--- config.mk ---
export PLATFORM = sky130hd
export DESIGN_NAME = muldiv_hilo_unit
export DESIGN_NICKNAME = d
export VERILOG_FILES = /design/src/rtl/muldiv_hilo_unit_pkg.sv /design/src/rtl/muldiv_iter_step.sv /design/src/rtl/muldiv_hilo_unit.sv
export SDC_FILE = /design/constraint.sdc
export NUM_CORES = 1
export LEC_CHECK = 0
export CAP_MARGIN = 20
export CORE_UTILIZATION = 30
export DETAILED_ROUTE_END_ITERATION = 16
export GPL_TIMING_DRIVEN = 1
export SYNTH_ARGS = -nofsm -noshare
export SYNTH_HDL_FRONTEND = slang
export SYNTH_SLANG_ARGS = --single-unit
--- constraint.sdc ---
create_clock -name clk -period 7.5 [get_ports clk]
set_clock_uncertainty 0.1 [all_clocks]
set_input_delay 1.125 -clock clk [delete_from_list [all_inputs] [get_ports clk]]
set_output_delay 1.125 -clock clk [all_outputs]
set_load 0.02 [all_outputs]
--- src/rtl/muldiv_hilo_unit_pkg.sv ---
// muldiv_hilo_unit_pkg: shared encodings and types for the HI/LO multiply/divide unit.
//   - MD_* op encodings and operand/op widths
//   - MD_IDLE/MD_RUN/MD_FIX sequencer state encodings
//   - md_ctx_t: sign-fix context latched when an operation is accepted
//   - md_abs(): conditional two's-complement magnitude
package muldiv_hilo_unit_pkg;

  localparam int unsigned XLEN    = 32;
  localparam int unsigned MD_OP_W = 3;

  localparam logic [MD_OP_W-1:0] MD_MULT  = 3'b000;
  localparam logic [MD_OP_W-1:0] MD_MULTU = 3'b001;
  localparam logic [MD_OP_W-1:0] MD_DIV   = 3'b010;
  localparam logic [MD_OP_W-1:0] MD_DIVU  = 3'b011;
  localparam logic [MD_OP_W-1:0] MD_MTHI  = 3'b100;
  localparam logic [MD_OP_W-1:0] MD_MTLO  = 3'b101;

  localparam logic [1:0] MD_IDLE = 2'd0;
  localparam logic [1:0] MD_RUN  = 2'd1;
  localparam logic [1:0] MD_FIX  = 2'd2;

  // Context carried from accept to FIX
  typedef struct packed {
    logic is_div;   // divide (1) or multiply (0)
    logic neg_res;  // negate product / quotient (operand signs differ, signed op)
    logic neg_rem;  // negate remainder (dividend negative, signed op)
  } md_ctx_t;

  // Magnitude of x when neg is set; 0x80000000 maps to itself, which is correct as unsigned
  function automatic logic [XLEN-1:0] md_abs(input logic [XLEN-1:0] x, input logic neg);
    return neg ? XLEN'(-x) : x;
  endfunction

endpackage

--- src/rtl/muldiv_iter_step.sv ---
// muldiv_iter_step: one combinational iteration of the multiply/divide datapath.
//   acc      in  64 : accumulator {upper, lower}
//   operand  in  32 : multiplicand (mul) or divisor (div)
//   mode_div in   1 : 1 = restoring-divide step, 0 = shift-add multiply step
//   step_c   out 64 : accumulator after this iteration
// Multiply: lower half holds the multiplier, product grows in from the top.
// Divide:   lower half holds the dividend, shifted out into the remainder while quotient bits shift in.
module muldiv_iter_step
  import muldiv_hilo_unit_pkg::*;
(
  input  logic [2*XLEN-1:0] acc,
  input  logic [XLEN-1:0]   operand,
  input  logic              mode_div,
  output logic [2*XLEN-1:0] step_c
);

  logic [XLEN:0] sum_c;     // upper half plus optional multiplicand, with carry
  logic [XLEN:0] rem_sh_c;  // remainder after the left shift; needs one extra bit
  logic          ge_c;      // trial subtraction is non-negative

  assign sum_c    = {1'b0, acc[2*XLEN-1:XLEN]} + (acc[0] ? {1'b0, operand} : '0);
  assign rem_sh_c = acc[2*XLEN-1:XLEN-1];
  assign ge_c     = (rem_sh_c >= {1'b0, operand});

  // Select the iteration for the current mode
  always_comb begin
    step_c = {sum_c, acc[XLEN-1:1]};
    if (mode_div) begin
      if (ge_c) begin
        // Difference is below the divisor, so it fits in XLEN bits
        step_c = {XLEN'(rem_sh_c - {1'b0, operand}), acc[XLEN-2:0], 1'b1};
      end else begin
        step_c = {acc[2*XLEN-2:0], 1'b0};
      end
    end
  end

endmodule

--- src/rtl/muldiv_hilo_unit.sv ---
// muldiv_hilo_unit: multi-cycle MULT/MULTU/DIV/DIVU sequencer owning the HI/LO pair.
//   clk, rst_n     : clock, async active-low reset
//   start, op      : request valid / op code (sampled only in IDLE)
//   opA, opB       : rs / rt operands
//   flush          : abort in-flight op; drops a same-cycle request in IDLE
//   busy           : high while in RUN or FIX (registered)
//   done           : high during FIX unless flushed (combinational)
//   hi, lo         : HI/LO registers
// Signed ops run on magnitudes; signs are restored in the single FIX cycle.
module muldiv_hilo_unit
  import muldiv_hilo_unit_pkg::*;
#(
  parameter int unsigned ITER = 32
) (
  input  logic               clk,
  input  logic               rst_n,
  input  logic               start,
  input  logic [MD_OP_W-1:0] op,
  input  logic [XLEN-1:0]    opA,
  input  logic [XLEN-1:0]    opB,
  input  logic               flush,
  output logic               busy,
  output logic               done,
  output logic [XLEN-1:0]    hi,
  output logic [XLEN-1:0]    lo
);

  localparam int unsigned CNT_W = (ITER > 1) ? $clog2(ITER) : 1;

  logic [1:0]        state_q, state_nxt;
  logic [CNT_W-1:0]  cnt_q, cnt_nxt;
  logic [2*XLEN-1:0] acc_q, acc_nxt;
  logic [XLEN-1:0]   opnd_q, opnd_nxt;
  md_ctx_t           ctx_q, ctx_nxt;
  logic [XLEN-1:0]   hi_nxt, lo_nxt;
  logic [2*XLEN-1:0] step_c;
  logic [2*XLEN-1:0] fix_c;
  logic              neg_a_c, neg_b_c;

  // op[0]=0 selects the signed variant for mul/div
  assign neg_a_c = ~op[0] & opA[XLEN-1];
  assign neg_b_c = ~op[0] & opB[XLEN-1];

  muldiv_iter_step u_step (
    .acc      (acc_q),
    .operand  (opnd_q),
    .mode_div (ctx_q.is_div),
    .step_c   (step_c)
  );

  // Sign restoration of the finished magnitude result
  always_comb begin
    fix_c = acc_q;
    if (ctx_q.is_div) begin
      fix_c[XLEN-1:0]      = ctx_q.neg_res ? XLEN'(-acc_q[XLEN-1:0]) : acc_q[XLEN-1:0];
      fix_c[2*XLEN-1:XLEN] = ctx_q.neg_rem ? XLEN'(-acc_q[2*XLEN-1:XLEN]) : acc_q[2*XLEN-1:XLEN];
    end else if (ctx_q.neg_res) begin
      fix_c = (2*XLEN)'(-acc_q);
    end
  end

  // Next-state and datapath-next logic
  always_comb begin
    state_nxt = state_q;
    cnt_nxt   = cnt_q;
    acc_nxt   = acc_q;
    opnd_nxt  = opnd_q;
    ctx_nxt   = ctx_q;
    hi_nxt    = hi;
    lo_nxt    = lo;
    case (state_q)
      MD_IDLE: begin
        if (start && !flush) begin
          case (op)
            MD_MTHI: hi_nxt = opA;
            MD_MTLO: lo_nxt = opA;
            MD_MULT, MD_MULTU, MD_DIV, MD_DIVU: begin
              ctx_nxt.is_div  = op[1];
              ctx_nxt.neg_res = neg_a_c ^ neg_b_c;
              ctx_nxt.neg_rem = neg_a_c;
              if (op[1]) begin
                opnd_nxt = md_abs(opB, neg_b_c);
                acc_nxt  = {{XLEN{1'b0}}, md_abs(opA, neg_a_c)};
              end else begin
                opnd_nxt = md_abs(opA, neg_a_c);
                acc_nxt  = {{XLEN{1'b0}}, md_abs(opB, neg_b_c)};
              end
              cnt_nxt   = '0;
              state_nxt = MD_RUN;
            end
            default: ;
          endcase
        end
      end
      MD_RUN: begin
        if (flush) begin
          state_nxt = MD_IDLE;
        end else begin
          acc_nxt = step_c;
          cnt_nxt = cnt_q + CNT_W'(1);
          if (cnt_q == CNT_W'(ITER - 1)) begin
            state_nxt = MD_FIX;
          end
        end
      end
      MD_FIX: begin
        state_nxt = MD_IDLE;
        if (!flush) begin
          hi_nxt = fix_c[2*XLEN-1:XLEN];
          lo_nxt = fix_c[XLEN-1:0];
        end
      end
      default: state_nxt = MD_IDLE;
    endcase
  end

  assign done = (state_q == MD_FIX) && !flush;

  // State register
  always_ff @(posedge clk or negedge rst_n) begin
    if (!rst_n) begin
      state_q <= MD_IDLE;
    end else begin
      state_q <= state_nxt;
    end
  end

  // Datapath, HI/LO and busy registers
  always_ff @(posedge clk or negedge rst_n) begin
    if (!rst_n) begin
      cnt_q  <= '0;
      acc_q  <= '0;
      opnd_q <= '0;
      ctx_q  <= '0;
      hi     <= '0;
      lo     <= '0;
      busy   <= 1'b0;
    end else begin
      cnt_q  <= cnt_nxt;
      acc_q  <= acc_nxt;
      opnd_q <= opnd_nxt;
      ctx_q  <= ctx_nxt;
      hi     <= hi_nxt;
      lo     <= lo_nxt;
      busy   <= (state_nxt != MD_IDLE);
    end
  end

endmodule
==> qor.csv <==
stage,metric,value,unit
run_status,outcome,completed,
cts,Setup Buffers After CTS,0,
floorplan,die area,50130,um2
cts,CTS buffer count,17,
placed_design,pre-CTS setup slack,3.007,ns
synthesis,Yosys cell types,70,
synthesis,"flops & latches, synth",171,
sta,Final setup violation count,0,
finish,most frequent cells in the layout,"nand2_1 (221), nor2_1 (213), o21ai_0 (205), a21oi_1 (197), dfrtp_1 (170)",
finish,area grow syn2layout,17.25,%
cts,"Reg clk slew, reported paths",0.07,ns
setup_path,Worst Reg-to-Reg Cells,14,
setup_path,r2r endpoint,acc_q[61]$_DFFE_PN0P_,
global_route,GRT overflow,0,
power_and_ir_drop,Seq pwr share,27.7,%
sta,unrepaired setup endpoints after global routing,no,
min_path,Min-Delay Path Class,reg2reg,
min_path,Worst Hold Launch,lo[3]$_DFFE_PN0P_,
setup_path,CP Class,reg2reg,
detailed_routing,vias per std cell,5.614,
cts,CTS Sinks,171,
setup_path,R2R Setup Slk,3.09,ns
placed_design,gpl congestion,0.9515,
global_route,largest net degree at the start of global routing,105,
global_route,GRT Util Overall,22.35,%
setup_path,crit path max fanout,30,
floorplan,die width,223.9,um
detailed_routing,post-route ant nets,0,
synthesis,syn nets,2089,
finish,area of the multi-input gates,9819,um2
power_and_ir_drop,switch share,48.46,%
floorplan,starting density of the core,30.68,%
synthesis,Post-synth EDFFs,0,
min_path,Hold Crit Endpoint,lo[3]$_DFFE_PN0P_,
synthesis,asr flop ratio synth,100.0,%
power_and_ir_drop,Clock Power Share,16.2,%
sta,final hold vios,0,
detailed_routing,drt pass-1 iters,6,
sta,Max-slew headroom,31.63,%
global_route,first-pass GRT wire length,85300,um
sta,Hold WS,0.3773,ns
sta,Least-Margin Pin Slew,1.024,ns
setup_path,worst flop-to-flop path startpoint,acc_q[0]$_DFFE_PN0P_,
sta,setup TNS,0,ns
finish,Antenna diodes,0,
sta,min Tclk post-route,4.413,ns
cts,cts repair resizes,0,
floorplan,Die Ht,223.9,um
sta,max-slew violations,0,
detailed_routing,Routed WL,56290,um
placed_design,Port Buffers,136,
placed_design,hpwl dp,43130,um
finish,"commonest non-fill, non-tap cell in the layout",nand2_1,
floorplan,Site Rows,80,
cts,hold_buf cts,0,
min_path,Hold Crit Depth,2,
power_and_ir_drop,cell internal pwr,0.003004,W
setup_path,Worst Path Required,7.71,ns
synthesis,synth warn,0,
sta,Tcrit/Tclk final,58.84,%
finish,Fill cells,4986,
finish,Layout Cells excl Fill,2671,
detailed_routing,DRC,0,
detailed_routing,DR iter-0 viols,1997,
power_and_ir_drop,worst vdd ir,154.7,uV
floorplan,core box area,48150,um2
sta,final worst slack,3.087,ns
cts,CTS Root Cell,clkbuf_16,
power_and_ir_drop,Lkg Pwr,7.237,nW
run,MaxCap Viol Count,0,
finish,Layout Nets,2145,
finish,register area,4280,um2
synthesis,Mapped Cells,1946,
synthesis,register area share after synthesis,28.97,%
sta,Fmax,0.2266,GHz
detailed_routing,vias,15000,
global_route,initial antenna violation count,3,
cts,CTS tree,built,
synthesis,Mean Syn Cell Area,7.591,um2
power_and_ir_drop,Psw,0.002825,W
finish,layout cell share with drive strength beyond 1,4.020,%
setup_path,Startpoint Class,flip-flop,
power_and_ir_drop,Pwr Density,336.5,nW/um2
cts,CTS max path bufs,2,
finish,Final Util,35.97,%
setup_path,Worst Setup End Kind,flip-flop,
synthesis,Post-Syn Area,14770,um2
power_and_ir_drop,combinational power share,56.1,%
floorplan,Ports,137,
cts,"Clk Latency, worst-skew pair",0.46,ns
detailed_routing,Routed WL per cell,21.07,um
setup_path,critical path arrival,4.62,ns
synthesis,top_reg_cell synth,dfrtp_1,
global_route,vias in the first global route,13720,
cts,H-tree Lvls,4,
placed_design,Placed Cells,2638,
how the worst max path moves through the flow:
stage	startpoint	endpoint	slack, ns
floorplan	opB[5]	acc_q[29]$_DFFE_PN0P_	3.80
global placement	opB[5]	acc_q[29]$_DFFE_PN0P_	2.98
detailed placement	opB[5]	acc_q[29]$_DFFE_PN0P_	3.01
CTS	acc_q[0]$_DFFE_PN0P_	acc_q[61]$_DFFE_PN0P_	3.25
global route	acc_q[0]$_DFFE_PN0P_	acc_q[61]$_DFFE_PN0P_	2.92
finish	acc_q[0]$_DFFE_PN0P_	acc_q[61]$_DFFE_PN0P_	3.09
power by group through the flow:
stage / clock network [W] / registers (W) / logic, W
global route: 0.000989 / 0.00164 / 0.00358
detailed placement: 0 / 0.00161 / 0.00320
global placement: 0 / 0.00160 / 0.00316
floorplan: 0 / 0.00147 / 0.00233
finish: 0.000946 / 0.00161 / 0.00327
CTS: 0.000952 / 0.00159 / 0.00322
flip-flops by register name, indices dropped and copies added, names as in the netlist:
name and count:
acc_q 64, busy 1, cnt_q 5, ctx_q 3
hi 32, lo 32, opnd_q 32, state_q 2
worst max-delay path, stage by stage, from the launching register on:
cell,delay (ns)
dfrtp_1,0.53
inv_1,0.17
buf_4,0.39
nor2_1,0.10
ha_1,0.36
a21oi_1,0.27
nand2_1,0.08
o2111ai_1,0.38
a211oi_1,0.20
or3_1,0.43
a41oi_1,0.40
o21ai_0,0.28
a31oi_1,0.33
xnor2_1,0.15
o21ai_0,0.09
cell families after synthesis:
| kind of cell | count (synthesis) | synth area share, % |
|---|---|---|
| buf+inv | 193 | 4.921 |
| fa+ha+maj | 72 | 6.200 |
| compound gates | 629 | 25.70 |
| flops | 171 | 28.97 |
| simple gates | 648 | 19.86 |
| xor+xnor | 175 | 10.38 |
| mux | 58 | 3.973 |
cells in the mapped netlist, types with 5 or more instances:
master,number,area (um2)
o22ai_1,7,43.79
nor2b_1,12,75.07
or3_1,19,118.9
nand2b_1,19,118.9
a31oi_1,18,112.6
o21ai_0,206,1031
a21oi_1,197,986.0
ha_1,70,875.8
a41oi_1,5,43.79
nand2_1,221,829.6
nor2_1,216,810.8
mux2_2,5,56.30
or4_1,9,67.56
dfrtp_1,171,4279
xor2_1,76,665.6
a22oi_1,10,75.07
o31ai_1,40,300.3
buf_1,9,33.78
inv_1,71,266.5
nand4_1,9,56.30
nor4_1,17,106.4
a221oi_1,5,43.79
mux2i_1,53,530.5
o221ai_1,6,52.55
o21a_1,8,60.06
a211oi_1,11,82.58
and3_1,13,81.33
nor3_1,40,200.2
o211ai_1,34,255.2
o41ai_1,7,61.31
nand3_1,34,170.2
clkbuf_1,109,409.1
and2_1,22,137.6
o21bai_1,8,60.06
xnor2_1,99,867.1
a21o_1,27,202.7
area by class of cell:
class	instances	share of cell area [%]
Multi-Input combinational cell	1582	56.70
Clock buffer	19	2.500
Timing Repair Buffer	157	8.864
Clock inverter	13	0.9030
Sequential cell	171	24.71
Inverter	73	1.582
Tap cell	656	4.739
stage by stage:
stage               cell area (um2)  power (W)
floorplan                     14770   0.003800
detailed placement            16700   0.004811
CTS                           17290   0.005768
global route                  17320   0.006216
global placement              16700   0.004756
finish                        17320   0.005828
layer usage:
metal | vias to the layer above | wire length [um] | global-route usage (%)
met5 | - | 28 | 0
met4 | 4 | 2310 | 9.567
met3 | 91 | 4902 | 4.381
met2 | 750 | 22560 | 30.77
met1 | 7124 | 26490 | 33.31
li1 | 7027 | - | -
No activity file was read; power rests on OpenSTA's default activity.
